`config.mk`:
```
export PLATFORM = sky130hd
export DESIGN_NAME = cpu_control_fsm
export DESIGN_NICKNAME = d
export VERILOG_FILES = /design/src/rtl/cpu_control_fsm.sv
export SDC_FILE = /design/constraint.sdc
export NUM_CORES = 1
export LEC_CHECK = 0
export ABC_CLOCK_PERIOD_IN_PS = 13000
export CORE_MARGIN = 2
export CORE_UTILIZATION = 55
export CTS_BUF_LIST = sky130_fd_sc_hd__clkbuf_4 sky130_fd_sc_hd__clkbuf_8 sky130_fd_sc_hd__clkbuf_16
export DETAILED_ROUTE_END_ITERATION = 12
export GPL_ROUTABILITY_DRIVEN = 0
export PLACE_DENSITY = 0.95
export SETUP_SLACK_MARGIN = 0.1
export SLEW_MARGIN = 20
export SYNTH_ARGS = -nofsm -noshare
export SYNTH_HDL_FRONTEND = slang
export SYNTH_SLANG_ARGS = --single-unit
```
`constraint.sdc`:
```
create_clock -name clk -period 13 [get_ports clk]
set_input_delay 1.95 -clock clk [delete_from_list [all_inputs] [get_ports clk]]
set_output_delay 1.95 -clock clk [all_outputs]
set_load 0.01 [all_outputs]
```
`src/rtl/cpu_control_fsm.sv`:
```
// Multicycle fetch/decode/execute controller for a 16-bit core sitting in front of an 8x16 register file.
// Each instruction is FETCH, DECODE, EXEC; ld adds a LDWB cycle to write back the memory read data.
module cpu_control_fsm #(
    parameter logic [15:0] RESET_PC = 16'h0000
) (
    input  logic        clk,
    input  logic        reset,
    output logic [15:0] o_mem_addr,
    output logic        o_mem_rd,
    output logic        o_mem_wr,
    output logic [15:0] o_mem_wrdata,
    input  logic [15:0] i_mem_rddata,
    output logic        o_rf_write,
    output logic [2:0]  o_rf_addrw,
    output logic [2:0]  o_rf_addrx,
    output logic [2:0]  o_rf_addry,
    output logic [15:0] o_rf_data_in,
    input  logic [15:0] i_rf_datax,
    input  logic [15:0] i_rf_datay,
    output logic [15:0] o_pc,
    output logic [1:0]  o_flags
);
    typedef enum logic [2:0] {S_IDLE, S_FETCH, S_DECODE, S_EXEC, S_LDWB} state_t;

    localparam logic [3:0] OP_MV = 4'd0, OP_ADD = 4'd1, OP_SUB = 4'd2, OP_CMP = 4'd3,
                           OP_LD = 4'd4, OP_ST = 4'd5, OP_MVHI = 4'd6, OP_J = 4'd8,
                           OP_JZ = 4'd9, OP_JN = 4'd10, OP_CALL = 4'd12;

    state_t      r_state;
    logic [15:0] r_pc;
    logic [15:0] r_ir;
    logic [1:0]  r_flags;   // {N,Z}

    logic [3:0]  w_op;
    logic        w_imm;
    logic [15:0] w_op2;
    logic [15:0] w_alu;
    logic [15:0] w_target;
    logic        w_taken;
    logic        w_sets_flags;

    assign w_op   = r_ir[3:0];
    assign w_imm  = r_ir[4];
    assign w_op2  = w_imm ? {{8{r_ir[15]}}, r_ir[15:8]} : i_rf_datay;
    assign w_alu  = (w_op == OP_ADD) ? i_rf_datax + w_op2 : i_rf_datax - w_op2;
    // Branch offset is 2*imm11 relative to the already-incremented PC
    assign w_target = w_imm ? r_pc + {{4{r_ir[15]}}, r_ir[15:5], 1'b0} : i_rf_datax;
    assign w_sets_flags = (w_op == OP_ADD) || (w_op == OP_SUB) || (w_op == OP_CMP);

    always_comb begin
        w_taken = 1'b0;
        case (w_op)
            OP_J, OP_CALL: w_taken = 1'b1;
            OP_JZ:         w_taken = r_flags[0];
            OP_JN:         w_taken = r_flags[1];
            default:       w_taken = 1'b0;
        endcase
    end

    always_ff @(posedge clk or posedge reset) begin
        if (reset) begin
            r_state <= S_IDLE;
            r_pc    <= RESET_PC;
            r_ir    <= 16'h0000;
            r_flags <= 2'b00;
        end else begin
            case (r_state)
                S_IDLE:   r_state <= S_FETCH;
                S_FETCH: begin
                    r_pc    <= r_pc + 16'd2;
                    r_state <= S_DECODE;
                end
                S_DECODE: begin
                    r_ir    <= i_mem_rddata;
                    r_state <= S_EXEC;
                end
                S_EXEC: begin
                    if (w_sets_flags)
                        r_flags <= {w_alu[15], (w_alu == 16'h0000)};
                    if (w_taken)
                        r_pc <= w_target;
                    r_state <= (w_op == OP_LD) ? S_LDWB : S_FETCH;
                end
                S_LDWB:   r_state <= S_FETCH;
                default:  r_state <= S_IDLE;
            endcase
        end
    end

    // Strobes decode from state: regfile reads and ld return data only exist within the cycle
    always_comb begin
        o_mem_addr   = 16'h0000;
        o_mem_rd     = 1'b0;
        o_mem_wr     = 1'b0;
        o_mem_wrdata = 16'h0000;
        o_rf_write   = 1'b0;
        o_rf_addrw   = 3'd0;
        o_rf_data_in = 16'h0000;
        case (r_state)
            S_FETCH: begin
                o_mem_addr = r_pc;
                o_mem_rd   = 1'b1;
            end
            S_EXEC: begin
                o_rf_addrw = r_ir[7:5];
                case (w_op)
                    OP_MV: begin
                        o_rf_write   = 1'b1;
                        o_rf_data_in = w_op2;
                    end
                    OP_ADD, OP_SUB: begin
                        o_rf_write   = 1'b1;
                        o_rf_data_in = w_alu;
                    end
                    OP_MVHI: begin
                        o_rf_write   = 1'b1;
                        o_rf_data_in = {r_ir[15:8], i_rf_datax[7:0]};
                    end
                    OP_CALL: begin
                        o_rf_write   = 1'b1;
                        o_rf_addrw   = 3'd7;
                        o_rf_data_in = r_pc;
                    end
                    OP_LD: begin
                        o_mem_rd   = 1'b1;
                        o_mem_addr = i_rf_datay;
                    end
                    OP_ST: begin
                        o_mem_wr     = 1'b1;
                        o_mem_addr   = i_rf_datay;
                        o_mem_wrdata = i_rf_datax;
                    end
                    default: ;
                endcase
            end
            S_LDWB: begin
                o_rf_write   = 1'b1;
                o_rf_addrw   = r_ir[7:5];
                o_rf_data_in = i_mem_rddata;
            end
            default: ;
        endcase
    end

    assign o_rf_addrx = r_ir[7:5];
    assign o_rf_addry = r_ir[10:8];
    assign o_pc       = r_pc;
    assign o_flags    = r_flags;
endmodule
```
; ---- After elaboration in Yosys (flattened, before gate mapping)
; Index checks and enable logic that the tools add are counted.
; W data, S select, Z words.
[op_classes]
addsub = 4
mul = 0
n_div = 0
n_lt_le_gt_ge = 0
eq_ne = 15
shifts = 0
muxes = 22
n_bitwise = 0
n_reduce_logical = 13
[op_table]
columns = cell, count
row1 = $mux W16, 7
row2 = $pmux W16 S2, 3
row3 = $pmux W16 S4, 1
row4 = $add A16 B16 Y16, 2
row5 = $add A16 B2 Y16 const B, 1
row6 = $eq A4 B4 Y1 const B, 4
row7 = $logic_not A16 Y1, 1
row8 = $sub A16 B16 Y16, 1
row9 = $eq A4 B3 Y1 const B, 3
row10 = $pmux W3 S4, 1
row11 = $eq A4 B2 Y1 const B, 2
row12 = $reduce_or A2 Y1, 4
row13 = $eq A3 B2 Y1 const B, 2
row14 = $mux W3, 2
row15 = $pmux W3 S2, 1
row16 = $reduce_or A5 Y1, 1
row17 = $eq A4 B1 Y1 const B, 1
row18 = $logic_not A4 Y1, 1
row19 = $mux W1, 4
row20 = $pmux W1 S2, 2
row21 = $reduce_and A2 Y1, 2
row22 = $eq A3 B1 Y1 const B, 1
row23 = $eq A3 B3 Y1 const B, 1
row24 = $logic_not A3 Y1, 1
row25 = 4 further kinds, 5
[totals]
register_bits = 37
latchBits = 0
ram_bits = 0
romBits = 0
out_inout_bits = 78
word_cells = 58
n_memories = 0

; ---- Logic depth before layout (Yosys ltp)
; Gate-level depths: netlist of the first run.
[logic_depth]
ltp_word = 5
ltp_mapped = 19
depth_no_buf = 17

; ---- Least setup slack after synthesis of the first run
; Ideal clock, no wire load.
[synth_path]
kind = in2out
from = input port i_rf_datay[0]
to = output port o_rf_data_in[13]
t_arrival_ns = 4.659
t_required_ns = 11.050
setup_slack_ns = 6.391
path_stages = 15
path_buffers = 0
path_cell_list = mux2_2 > inv_1 > ha_1 > o2111ai_1 > nor3_1 > nand3_1 > nand2_1 > xor2_1 > ha_1 > and3_1 > or3_1 > o311a_1 > xnor2_1 > o221ai_1 > a22o_1
[synth_via]
elab_chain_cells = 5
word_cells_on_any_way = 6
cone_classes = add/sub (2) / mux (4)
[synth_lines]
columns = item, line_no
row1 = start: declaration, 19  ; input logic [15:0] i_rf_datay,
row2 = $mux W16 (*), 44  ; assign w_op2 = w_imm ? {{8{r_ir[15]}}, r_ir[15:8]} : i_rf_datay;
row3 = $sub A16 B16 Y16 / $add A16 B16 Y16 (equally long branches), 45  ; assign w_alu = (w_op == OP_ADD) ? i_rf_datax + w_op2 : i_rf_datax - w_op2;
row4 = $mux W16 (*), 45
row5 = $pmux W16 S4 (*), 106  ; case (w_op)
row6 = $pmux W16 S2 (*), 99  ; case (r_state)
row7 = end: declaration, 17  ; output logic [15:0] o_rf_data_in,
; Mark *: on every way between the ends. The rest lies on a longest branch, timed or not.

; ---- Final worst setup path of the first run
[layout_path]
from = input port i_rf_datay[0]
to = output port o_rf_data_in[14]
; Same word-level chain as after synthesis.

==> summary.txt, run 1 <==
Starting Density: 0.5652
Synth area leader: dfrtp_1
Row Count: 34
cts bufs inserted: 5
Setup WS post-layout: 4.714 ns
critical path type: input pin to output pin
Slowest cell on crit path: clkdlybuf4s50_1
Synth Register Bits: 37
Critical Path AT: 6.34 ns
Clock transition at path regs: 0.09 ns
Antenna Cells: 0
Mapped Cells: 630
Max Fclk: 120.7 MHz
drt first pass iters: 7
GR Util All Layers: 0.3697
# DRC: 0
critical path's top delay family: compound AO/OA/AOI/OAI gates
area of the mapped netlist: 4905 sq um
Leak Pwr: 2.612 nW
post-cts gate resize count: 0
Pwr per Cell Area: 301.9 nW/um^2
Slew Viols, Final: 0
GR Util met2: 0.6028
dpl ws: 4.909 ns
CP endpoint kind: output pin
DRT iter0 DRCs: 798
Max VDD drop: 188.8 uV
Detailed Route WL: 18,520 um
Util after Layout: 0.7256
vias in the first global route: 5,779
Die Ht: 98.44 um
P&R area growth vs syn: 28.39%
num ports: 128
clock root buffer: clkbuf_8
die width: 98.44 um
vias per inst: 7.233
synthesized net count: 716
Area contributors post-synth: dfrtp_1 19%, ha_1 8.7%, a22o_1 4.8%
final hold viol count: 0
Setup-failing EPs final: 0
Worst slew margin: 0.2203
commonest cells after routing, fill and taps aside: 127 x clkdlybuf4s50_1, 50 x nand2_1, 46 x nor2_1, 43 x o21ai_0, 43 x a21oi_1
setup tns final: 0 ns
Seq/Total Area, Yosys: 0.1888
EDFF count, synth: 0
mean area per synthesized cell: 7.785 sq um
CTS Hold Bufs: 0
Layout Skew: 0.01585 ns
status: finished clean
buffers added on ports: 127
first-pass GRT wire length: 29,200 um
CP max FO: 5
via count: 6,061
share of the synthesized area in the top cell type: 0.1888
commonest non-fill, non-tap cell in the layout: clkdlybuf4s50_1
Yosys warnings: 0
Skew-Pair Late Insertion Delay: 0.30 ns
final worst path period need: 8.286 ns
Max-cap violations: 0
Total Nets Final: 815
DP HPWL: 13,810 um
Routed Antenna Nets: 0
FFs w/ async S/R, synth: 1.000
drt wl/cell: 22.10 um
met1 Track Usage GR: 0.4717
HP Class: flip-flop to flip-flop
crit path cell chain: clkdlybuf4s50_1, mux2_2, inv_1, ha_1, o2111ai_1, nor3_1, nor2_1, xnor2_1, ha_1, and2_1, nand3_1, a211oi_1, o31ai_1, xnor2_1, a21oi_1, o21ai_0, clkdlybuf4s50_1
initial antenna violation count: 0
fraction of layout cells with a size suffix above 1: 0.07534
CTS Sinks: 37
Max H-tree Level: 2
Post-CTS Setup Bufs: 0
Unique masters post-synth: 71
CTS tree: built
Req. time, crit path: 11.05 ns
max incr delay on CP: 0.61 ns
RSZ-0062 raised after global routing: no
Slew @ Worst Pin: 1.164 ns
Tcrit/Tclk final: 0.6374
met3 Use GR: 0.07943
clk buf depth: 2
largest net degree at the start of global routing: 46
Core Box Area: 8678 sq um
grt peak-use layer: met2
Main synth FF type: dfrtp_1
remaining global-route overflow: 0
CP Buf/Inv Count: 3
startpoint type of the worst setup path: input pin
die area: 9689 sq um
routing by layer:
layer,share of wire,vias up
met2,0.46,543
li1,-,2581
met5,0,-
met1,0.35,2814
met4,0.050,0
met3,0.14,123
cell families (layout without fill, tap and decap cells):
group / count (synthesis) / count (layout) / synth area share
flops: 37 / 37 / 0.1888
xor+xnor: 33 / 33 / 0.05893
simple gates: 212 / 212 / 0.2217
mux: 28 / 28 / 0.06199
buf+inv: 62 / 162 / 0.05561
fa+ha+maj: 36 / 36 / 0.09490
compound gates: 222 / 222 / 0.3181
registers in the layout (all words and copies together), names as in the netlist:
signal,cells
o_pc,16
r_state,3
r_ir,16
o_flags,2
worst paths after layout:
| path | to | slack (ns) | start | cells past startpoint |
|---|---|---|---|---|
| min | o_flags[1]$_DFFE_PP0P_ | 0.59 | o_flags[1]$_DFFE_PP0P_ | 1 |
| min in group asynchronous | r_ir[5]$_DFFE_PP0P_ | 2.07 | reset | 3 |
| max reg2reg | o_flags[0]$_DFFE_PP0P_ | 8.25 | r_ir[4]$_DFFE_PP0P_ | 14 |
| min reg2reg | o_flags[1]$_DFFE_PP0P_ | 0.59 | o_flags[1]$_DFFE_PP0P_ | 1 |
| max in group asynchronous | r_ir[12]$_DFFE_PP0P_ | 10.56 | reset | 3 |
| max | o_rf_data_in[14] | 4.71 | i_rf_datay[0] | 17 |
layout make-up:
cell class	instances	area, sq um
Timing Repair Buffer	135	1331
Clock buffer	7	96.34
Sequential cell	37	925.9
Tap cell	108	135.1
Inverter	19	71.32
Clock inverter	1	5.005
Fill cell	600	2381
Multi-Input combinational cell	531	3732
power breakdown:
part / total [mW] / switching, mW / internal [mW]
Clock: 0.0944 / 0.0463 / 0.0481
Combinational: 1.49 / 0.836 / 0.656
Sequential: 0.315 / 0.145 / 0.169
Yosys cell counts (all sizes together), types with 4 or more instances:
cell type and count:
nor4 4, nor2 46, xor2 15, a211oi 8
xnor2 18, buf 15, mux2 19, a21oi 44
nand2 50, nor3b 9, nor2b 8, and3 20
or3 8, a21o 15, nor3 16, a222oi 5
nand2b 7, a22oi 11, a31oi 6, o31ai 6
mux2i 9, o221ai 4, or2 4, nand3 21
o21a 5, ha 34, dfrtp 37, and2 5
a22o 27, inv 18, clkbuf 28, o211ai 12
o21ai 45
through the flow:
stage / std cells / total power [mW] / hold slack (ns) / area, sq um
6_report: 838 / 1.901 / 0.5897 / 6297
5_1_grt: 838 / 2.019 / 0.5847 / 6297
4_1_cts: 838 / 1.834 / 0.5808 / 6291
3_5_place_dp: 830 / 1.729 / 0.5641 / 6190
3_3_place_gp: 830 / 1.657 / 0.5438 / 6190
2_1_floorplan: 630 / 1.289 / 0.5194 / 4905
worst register-to-register path, delay by kind of cell, from the launching register on:
| family | cells | cell delay [ns] |
|---|---|---|
| AND/OR/NAND/NOR | 3 | 0.52 |
| AO/OA/AOI/OAI | 7 | 2.15 |
| adder cells (fa/ha/maj) | 1 | 0.35 |
| XOR/XNOR | 1 | 0.14 |
| flip-flops | 1 | 0.33 |
| buffers and inverters | 2 | 1.14 |
Power figures use the tool's default switching activity.
==> run 2, diff against run 1 <==
--- a/config.mk
+++ b/config.mk
@@ -5,13 +5,13 @@
 export SDC_FILE = /design/constraint.sdc
 export NUM_CORES = 1
 export LEC_CHECK = 0
-export ABC_CLOCK_PERIOD_IN_PS = 13000
+export ABC_CLOCK_PERIOD_IN_PS = 8400
 export CORE_MARGIN = 2
-export CORE_UTILIZATION = 55
+export CORE_UTILIZATION = 51
 export CTS_BUF_LIST = sky130_fd_sc_hd__clkbuf_4 sky130_fd_sc_hd__clkbuf_8 sky130_fd_sc_hd__clkbuf_16
 export DETAILED_ROUTE_END_ITERATION = 12
 export GPL_ROUTABILITY_DRIVEN = 0
-export PLACE_DENSITY = 0.95
+export PLACE_DENSITY = 0.94
 export SETUP_SLACK_MARGIN = 0.1
 export SLEW_MARGIN = 20
 export SYNTH_ARGS = -nofsm -noshare
==> constraint.sdc (replaced) <==
create_clock -name clk -period 8.4 [get_ports clk]
set_input_delay 1.26 -clock clk [delete_from_list [all_inputs] [get_ports clk]]
set_output_delay 1.26 -clock clk [all_outputs]
set_load 0.01 [all_outputs]
==> run 2 against run 1 <==
Net effect:
- non-clock buffer count down 1
- flip-flop and latch count unchanged
- first-iteration DRC count up 20%
- combinational power up 53%
- register-to-register slack worse by 4.7 ns
- via count down 2.9%
- sequential power up 57%
- wire length down 0.21%
- clock power up 110%
- global-route usage down 1.8 points
==> summary.txt, run 2 (same netlist as run 1, synthesis figures left out) <==
Skew-Pair Late Insertion Delay: 0.31 ns (about the same)
Routed Antenna Nets: 0 (unchanged)
Critical Path AT: 5.58 ns (-0.76 ns)
status: finished clean
Max VDD drop: 212.0 uV (+12%)
via count: 5,884 (-2.9%)
CP max FO: 4 (-1)
Clock transition at path regs: 0.09 ns (about the same)
DRT iter0 DRCs: 957 (+20%)
clock root buffer: clkbuf_8
Core Box Area: 9284 sq um (+7.0%)
Slew @ Worst Pin: 1.206 ns (+0.04186 ns)
remaining global-route overflow: 0 (unchanged)
Row Count: 35 (+2.9%)
cell area after layout: 6346 sq um (+0.77%)
drt wl/cell: 21.54 um (-2.5%)
clk buf depth: 2 (unchanged)
post-cts gate resize count: 0 (unchanged)
Post-CTS Setup Bufs: 0 (unchanged)
Die Ht: 102.1 um (+3.7%)
HP Class: flip-flop to flip-flop
Detailed Route WL: 18,480 um (-0.21%)
R2R Setup Slk: 3.55 ns (-4.70 ns)
critical path type: input pin to output pin
Req. time, crit path: 7.14 ns (-3.91 ns)
P&R area growth vs syn: 29.39%
Inst Count DP: 850 (+2.4%)
commonest non-fill, non-tap cell in the layout: clkdlybuf4s50_1
Total Nets Final: 814 (-0.12%)
die width: 102.1 um (+3.7%)
end of the worst hold path: o_flags[0]$_DFFE_PP0P_
num ports: 128 (unchanged)
initial antenna violation count: 1 (+1)
Antenna Cells: 0 (unchanged)
CTS tree: built
Leak Pwr: 2.616 nW (+0.15%)
commonest cells after routing, fill and taps aside: 127 x clkdlybuf4s50_1, 50 x nand2_1, 46 x nor2_1, 43 x o21ai_0, 43 x a21oi_1
CTS Sinks: 37 (unchanged)
# DRC: 0 (unchanged)
CTS Hold Bufs: 0 (unchanged)
Max-cap violations: 0 (unchanged)
Pwr per Cell Area: 468.9 nW/um^2 (+55%)
Max H-tree Level: 2 (unchanged)
Slew Viols, Final: 0 (unchanged)
Layout Cells excl Fill: 858 (+2.4%)
DP HPWL: 13,920 um (+0.80%)
Max Fclk: 146.2 MHz
reg2reg start: r_ir[4]$_DFFE_PP0P_
vias per inst: 6.858 (-5.2%)
first-pass GRT wire length: 28,850 um (-1.2%)
FF-to-FF path depth: 17 (+3)
vias in the first global route: 5,650 (-2.2%)
RR Endpoint: o_flags[0]$_DFFE_PP0P_
final worst path period need: 6.841 ns
largest net degree at the start of global routing: 38 (-17%)
Starting Density: 0.5283 (-0.03687)
drt first pass iters: 7 (unchanged)
Tcrit/Tclk final: 0.8144
GR Util All Layers: 0.3518 (-0.01786)
placed cell area: 6208 sq um (+0.30%)
RSZ-0062 raised after global routing: no
setup tns final: 0 ns (unchanged)
fraction of layout cells with a size suffix above 1: 0.07407 (-0.001268)
total power draw: 2.976 mW (+57%)
cts bufs inserted: 5 (unchanged)
Worst slew margin: 0.1884 (-0.03190)
Hold Path Depth: 2 (+1)
startpoint type of the worst setup path: input pin
Setup-failing EPs final: 0 (unchanged)
buffers added on ports: 127 (unchanged)
final hold viol count: 0 (unchanged)
die area: 10,420 sq um (+7.5%)
hold_sp: o_flags[0]$_DFFE_PP0P_
CP endpoint kind: output pin
Layout Skew: 0.01250 ns (-0.003351 ns)
-- run 2: critical path, cell delays in order --
cell	delay, ns
clkdlybuf4s50_1	0.48
mux2_2	0.32
inv_1	0.07
ha_1	0.19
o2111ai_1	0.13
nor3_1	0.31
nand3_1	0.15
nand2_1	0.10
xor2_1	0.23
ha_1	0.32
nand2_1	0.11
o21ai_0	0.13
a2111o_1	0.47
nand2_1	0.09
a21oi_1	0.08
xnor2_1	0.37
a31o_2	0.23
clkdlybuf4s50_1	0.53
-- run 2: area by class of cell --
class | count | area (sq um)
multi-input cells | 531 | 3726
fillers | 717 | 2938
repair buffers | 134 | 1324
flip-flops and latches | 37 | 925.9
well taps | 129 | 161.4
inverters | 19 | 71.32
clock buffers | 5 | 68.82
clock inverters | 3 | 68.82
-- run 2: worst max path at each step --
stage,startpoint,to,slack [ns],cells past startpoint
detailed placement,i_rf_datay[0],o_rf_data_in[15],1.70,18
global placement,i_rf_datay[0],o_rf_data_in[15],1.86,17
CTS,i_rf_datay[0],o_rf_data_in[15],1.68,18
finish,i_rf_datay[0],o_rf_data_in[15],1.56,18
floorplan,i_rf_datay[0],o_rf_data_in[13],3.17,15
global route,i_rf_datay[0],o_rf_data_in[15],1.35,18
-- run 2: where the power goes --
part	leakage, nW	internal [mW]	switching, mW	total, mW
combinational	2.11	1.01	1.27	2.28
sequential	0.433	0.262	0.234	0.495
clock	0.0687	0.120	0.0793	0.199
total	2.62	1.39	1.58	2.98
-- run 2: stage by stage --
step / hold WS (ns) / setup WS [ns] / utilization
global placement: 0.5387 / 1.865 / 0.6687
global route: 0.6070 / 1.353 / 0.6836
floorplan: 0.5194 / 3.171 / -
detailed placement: 0.5349 / 1.703 / 0.6687
CTS: 0.5568 / 1.681 / 0.6836
finish: 0.5735 / 1.559 / 0.6836
-- run 2: metal layers --
layer	wire length (um)	GRT usage
met2	8534	0.5628
met3	2214	0.06977
met5	0	0
met4	1082	0.2010
met1	6646	0.4432
